[config.mk]
export PLATFORM = sky130hd
export DESIGN_NAME = serial_frame_rx
export DESIGN_NICKNAME = d
export VERILOG_FILES = /design/src/rtl/serial_frame_rx.sv
export SDC_FILE = /design/constraint.sdc
export NUM_CORES = 1
export LEC_CHECK = 0
export ABC_AREA = 0
export ABC_CLOCK_PERIOD_IN_PS = 1280
export CAP_MARGIN = 10
export CORE_UTILIZATION = 40
export CTS_CLUSTER_DIAMETER = 80
export CTS_CLUSTER_SIZE = 24
export DETAILED_ROUTE_END_ITERATION = 12
export GPL_ROUTABILITY_DRIVEN = 0
export GPL_TIMING_DRIVEN = 0
export MAX_ROUTING_LAYER = met4
export PLACE_DENSITY_LB_ADDON = 0.15
export SLEW_MARGIN = 10
export SYNTH_ARGS = -nofsm -noshare
export SYNTH_HDL_FRONTEND = slang
export SYNTH_SLANG_ARGS = --single-unit
[constraint.sdc]
create_clock -name clk -period 1.28 [get_ports clk]
set_clock_uncertainty 0.05 [all_clocks]
set_input_delay 0.192 -clock clk [delete_from_list [all_inputs] [get_ports clk]]
set_output_delay 0.192 -clock clk [all_outputs]
set_load 0.03 [all_outputs]
[src/rtl/serial_frame_rx.sv]
// Serial frame receiver: start(0), DATA_W data bits LSB-first, optional even parity, stop(1).
// Define SERIAL_FRAME_RX_PARITY_EN to add the parity bit and the parity_err output.
module serial_frame_rx #(
    parameter int DATA_W = 4
) (
    input  logic              clk,
    input  logic              reset,
    input  logic              sin_en,
    input  logic              sin,
    output logic [DATA_W-1:0] data_out,
    output logic              valid,
    output logic              busy,
    output logic              frame_err
`ifdef SERIAL_FRAME_RX_PARITY_EN
    ,
    output logic              parity_err
`endif
);

    localparam int CNT_W = $clog2(DATA_W + 1);

    localparam logic [2:0] S_IDLE   = 3'd0;
    localparam logic [2:0] S_DATA   = 3'd1;
`ifdef SERIAL_FRAME_RX_PARITY_EN
    localparam logic [2:0] S_PARITY = 3'd2;
`endif
    localparam logic [2:0] S_STOP   = 3'd3;
    localparam logic [2:0] S_HUNT   = 3'd4;

    logic [2:0]        state_q, state_d;
    logic [CNT_W-1:0]  cnt_q,   cnt_d;
    logic [DATA_W-1:0] buf_q,   buf_d;
    logic [DATA_W-1:0] dout_q,  dout_d;
    logic              valid_q, valid_d;
    logic              ferr_q,  ferr_d;
`ifdef SERIAL_FRAME_RX_PARITY_EN
    logic              par_q,   par_d;
    logic              perr_q,  perr_d;
`endif

    always_comb begin
        // NOTE: every variable gets a default first so no path leaves it unassigned (no latch).
        state_d = state_q;
        cnt_d   = cnt_q;
        buf_d   = buf_q;
        dout_d  = dout_q;
        valid_d = 1'b0;
        ferr_d  = 1'b0;
`ifdef SERIAL_FRAME_RX_PARITY_EN
        par_d   = par_q;
        perr_d  = 1'b0;
`endif
        if (sin_en) begin
            case (state_q)
                S_IDLE: begin
                    if (!sin) begin
                        state_d = S_DATA;
                        cnt_d   = '0;
                    end
                end
                S_DATA: begin
                    buf_d = {sin, buf_q[DATA_W-1:1]};
                    cnt_d = cnt_q + CNT_W'(1);
                    if (cnt_q == CNT_W'(DATA_W - 1)) begin
`ifdef SERIAL_FRAME_RX_PARITY_EN
                        state_d = S_PARITY;
`else
                        state_d = S_STOP;
`endif
                    end
                end
`ifdef SERIAL_FRAME_RX_PARITY_EN
                S_PARITY: begin
                    par_d   = sin;
                    state_d = S_STOP;
                end
`endif
                S_STOP: begin
                    if (sin) begin
                        dout_d  = buf_q;
                        valid_d = 1'b1;
`ifdef SERIAL_FRAME_RX_PARITY_EN
                        perr_d  = ^{buf_q, par_q};
`endif
                        state_d = S_IDLE;
                    end else begin
                        // A bad stop bit means we lost framing; wait for idle line before re-arming.
                        ferr_d  = 1'b1;
                        state_d = S_HUNT;
                    end
                end
                S_HUNT: begin
                    if (sin) begin
                        state_d = S_IDLE;
                    end
                end
                default: state_d = S_IDLE;
            endcase
        end
    end

    // NOTE: sequential state uses non-blocking assignments so all registers update together.
    always_ff @(posedge clk) begin
        if (reset) begin
            state_q <= S_IDLE;
            cnt_q   <= '0;
            buf_q   <= '0;
            dout_q  <= '0;
            valid_q <= 1'b0;
            ferr_q  <= 1'b0;
`ifdef SERIAL_FRAME_RX_PARITY_EN
            par_q   <= 1'b0;
            perr_q  <= 1'b0;
`endif
        end else begin
            state_q <= state_d;
            cnt_q   <= cnt_d;
            buf_q   <= buf_d;
            dout_q  <= dout_d;
            valid_q <= valid_d;
            ferr_q  <= ferr_d;
`ifdef SERIAL_FRAME_RX_PARITY_EN
            par_q   <= par_d;
            perr_q  <= perr_d;
`endif
        end
    end

    assign data_out   = dout_q;
    assign valid      = valid_q;
    assign frame_err  = ferr_q;
    assign busy       = (state_q != S_IDLE);
`ifdef SERIAL_FRAME_RX_PARITY_EN
    assign parity_err = perr_q;
`endif

endmodule
# Word level (Yosys, flattened, before mapping)
# Index checks and enable logic that the tools add are counted.
[op_classes]
n_addsub = 1
eq_ne = 7
n_mux = 9
bitwise = 2
reduce_logical = 8
[ops]
columns = ["operator", "count"]
rows = [
  ["$mux W3", 5],
  ["$pmux W3 S4", 1],
  ["$eq A3 B2 Y1 const B", 2],
  ["$ne A2 B2 Y1 const B", 3],
  ["$pmux W3 S2", 1],
  ["$reduce_and A3 Y1", 2],
  ["$reduce_and A4 Y1", 1],
  ["$add A3 B1 Y3 const B", 1],
  ["$eq A3 B1 Y1 const B", 1],
  ["$eq A3 B3 Y1 const B", 1],
  ["$logic_not A3 Y1", 1],
  ["$reduce_bool A3 Y1", 1],
  ["$reduce_or A3 Y1", 1],
  ["$mux W1", 2],
  ["$not A1 Y1", 2],
  ["$reduce_and A2 Y1", 1],
  ["$reduce_bool A2 Y1", 1],
]
[totals]
register_bits = 16
inputBits = 4
out_inout_bits = 7
wordCells = 33

# Logic depth before layout (Yosys ltp)
# Gate-level depths: netlist (run 1).
[logic_depth]
depth_word = 3
ltp_mapped = 5
ltp_nobuf = 5

# Worst setup path after synthesis (run 1)
# OpenSTA, ideal clock, no wires.
[synth_timing]
kind = "register to register"
startpoint = "register state_q[2]"
endpoint = "register buf_q[0]"
setup_time_ns = 0.128
t_arrival_ns = 0.930
required_time_ns = 1.102
path_slack_ns = 0.172
path_stages_with_launch = 5
n_path_buf = 1
period_less_slack_ns = 1.108
cell_sequence = "dfxtp_1 -> and4bb_1 -> buf_6 -> mux2i_1 -> nor2_1"
[synth_via]
elab_chain_len = 2
[synth_lines]
columns = ["item", "line", "rtl"]
rows = [
  ["from (decl)", "30", "logic [2:0] state_q, state_d;"],
  ["from (signal assigned)", "116", "state_q <= state_d;"],
  ["$eq A3 B1 Y1", "54", "case (state_q)"],
  ["$reduce_and A2 Y1 (no source line)", "n/a", ""],
  ["to (signal assigned)", "118", "buf_q <= buf_d;"],
  ["to (decl)", "32", "logic [DATA_W-1:0] buf_q, buf_d;"],
]
# No other way between the ends.
# A chain may end at the register's enable or synchronous reset.

# Worst setup path after layout (run 1)
[layout_timing]
startpoint = "register state_q[1]"
endpoint = "output port busy"
[layout_via]
elab_chain_len = 1
[layout_lines]
columns = ["item", "line", "rtl"]
rows = [
  ["$reduce_bool A3 Y1", "132", "assign busy = (state_q != S_IDLE);"],
  ["to (decl)", "12", "output logic busy,"],
]
# No other way between the ends.

==> out/metrics.yaml, run 1 <==
synth_edf_count: 0
area_delta_synth_final_pct: 21.1
ys_seq_area_share_pct: 48.6
grt_max_degree: 11
clk_pin_slew_ns: 0.10
ant_nets: 0
path_cells: "or3_1 > buf_6"
fin_crit_sh_pct: 110
dp.cells: 93
syn_area_per_cell_um2: 9.56
grt_overflow: 0
cp_slowest_cell: "dfxtp_4"
yosysTopAreaCell: "dfxtp_1"
p_seq_share_pct: 56.8
die_x_um: 42.6
violations: "setup timing"
synth_ff_type: "dfxtp_1"
yosysTopAreaCellShare_pct: 48.6
drv_slew: 0
worst-path-buf-inv: 1
p_int_uw: 699
p_clk_share_pct: 36.3
cpPeakStageDelay_ns: 0.37
clock_latency_ns: 0.28
die_h_um: 42.6
antenna_found_initial: 0
critical_path_arrival_ns: 1.16
grt_usage_pct: 14.1
fin_nets: 88
io_buffers: 8
grt_pass1_wl_um: 1900
cts_max_level: 1
vias: 504
hold_ws_ns: 0.0882
netlist_area_um2: 659
status: "finished with violations"
fmax_ghz: 0.713
synth_nets: 75
drt_iter0_markers: 5
hold_viol_final: 0
drc: 0
power.share.switching_pct: 21.8
worst_slack_ns: -0.123
rsz0062_at_grt: "yes"
synth_cell_type_count: 26
synth_cells: 69
io_pins: 11
setup_violations: 1
pwr-share-comb_pct: 6.9
critPathTopFamily: "flip-flops"
initial_core_util_pct: 43.3
wl_um: 1100
place_hpwl_um: 772
p_leak_uw: 0.000320
dieArea_um2: 1810
yosys_warnings: 0
grt_pass1_vias: 440
synth-async-reset-ratio_pct: 0
yosys-top-cells-area: "dfxtp_1 (49%), mux2i_1 (6.1%), a21oi_1 (4.6%), nor2_1 (4.6%), ha_1 (3.8%)"
clock_path_buffers: 2
stdcell_count: 97
cts_tree: "done"
cts_buffers: 3
synth_common_cells: "dfxtp_1 (16), nor2_1 (8), a21oi_1 (6)"
rows: 14
relSlewSlack_pct: 72.6
cp.required_ns: 1.04
switchingPower_uw: 194
pre_cts_ws_ns: -0.309
cp-start-kind: "flop"
cts_sinks: 16
drv_cap: 0
p_per_area_nw_per_um2: 1120
worst_slew_pin_slew_ns: 0.411
post_dp_cell_area_um2: 759
postCtsSetupRepairBufs: 0
dr.pass1.iters: 4
min_period_ns: 1.40
via_per_inst: 5.20
diodes: 0
root_buffer: "clkbuf_4"
ir_worst_vdd_mv: 0.489
final_layout_size_suffix_gt1_share_pct: 14.8
synth_most_common_cell: "dfxtp_1"
worstSetupPathType: "flop to output pin"
wire_per_inst_um: 11.3
hp-class: "primary input to flop"
path_max_fanout: 7
cts_hold_buf: 0
ys_ff_latch: 16
cp-end-kind: "output pin"
finalInstanceArea_um2: 798
coreArea_um2: 1520
## final cells by class
type	instances	area [um^2]
Buffer	4	26.3
Clock buffer	4	36.3
Fill cell	172	726
Inverter	2	7.51
Multi-Input combinational cell	47	305
Sequential cell	16	327
Tap cell	16	20.0
Timing Repair Buffer	8	76.3
## power groups by stage
stage | clock (uW) | sequential [uW] | combinational (uW)
CTS | 336 | 509 | 59.7
floorplan | 0 | 519 | 43.9
global placement | 0 | 521 | 60.9
detailed placement | 0 | 521 | 61.2
global route | 353 | 508 | 67.4
finish | 324 | 508 | 61.2
## cell usage in the layout (no fill, tap or decap), types with 2 or more instances in the layout
| master | n |
|---|---|
| nor3_1 | 3 |
| nor2_1 | 8 |
| dfxtp_2 | 2 |
| mux2i_1 | 4 |
| nand3_1 | 4 |
| dlygate4sd2_1 | 4 |
| clkbuf_4 | 3 |
| o21ai_0 | 5 |
| clkdlybuf4s15_1 | 3 |
| clkbuf_1 | 2 |
| buf_6 | 2 |
| inv_1 | 2 |
| o31ai_1 | 2 |
| ha_1 | 2 |
| dfxtp_1 | 13 |
| a21oi_1 | 6 |
## sequential cells by signal, summed over array words and instances (netlist names)
register and flops:
frame_err 1, buf_q 4, cnt_q 3, valid 1, state_q 3, data_out 4
## logic make-up after synthesis
family	count (synthesis)	synth area share [%]
flops	16	48.6
fa+ha+maj	2	3.79
mux	4	6.07
buf+inv	6	5.12
compound gates	16	15.2
simple gates	25	21.3
## routing by layer
| layer | vias to the layer above | global-route usage, % | routed length [um] |
|---|---|---|---|
| met5 | - | - | 0 |
| met4 | 0 | 7.50 | 9 |
| met3 | 2 | 2.59 | 40 |
| met2 | 8 | 18.5 | 441 |
| met1 | 226 | 20.4 | 605 |
| li1 | 268 | - | - |
## timing repair
| action | 4_1_cts | 5_1_grt |
|---|---|---|
| resized for setup | 14 | 7 |
| pin swaps | 0 | 1 |
| setup endpoints to repair | 11 | 8 |
## final timing paths
check | to | cells after the start | startpoint | slack (ns)
setup / recovery | busy | 2 | state_q[1] | -0.12
hold / removal | frame_err | 2 | sin | 0.09
setup reg to reg | buf_q[2] | 4 | state_q[1] | 0.08
hold reg to reg | data_out[0] | 2 | data_out[0] | 0.43
## through the flow
step / TNS [ns] / utilization, % / power [uW]
2_1_floorplan: 0 / - / 563
3_3_place_gp: -3.40 / 49.8 / 582
3_5_place_dp: -3.45 / 49.8 / 582
4_1_cts: -0.141 / 51.6 / 905
5_1_grt: -0.148 / 52.4 / 929
6_report: -0.123 / 52.4 / 893
Power figures use the tool's default switching activity.
==> run 2, diff against run 1 <==
- HOLD_SLACK_MARGIN: unset -> 0.06
==> results of run 2 <==
Final layout, timing and power as in run 1 (identical DEF).
==> run 3, diff against run 2 <==
- CAP_MARGIN: 10 -> unset
==> results of run 3 <==
Final layout, timing and power as in run 1 (identical DEF).
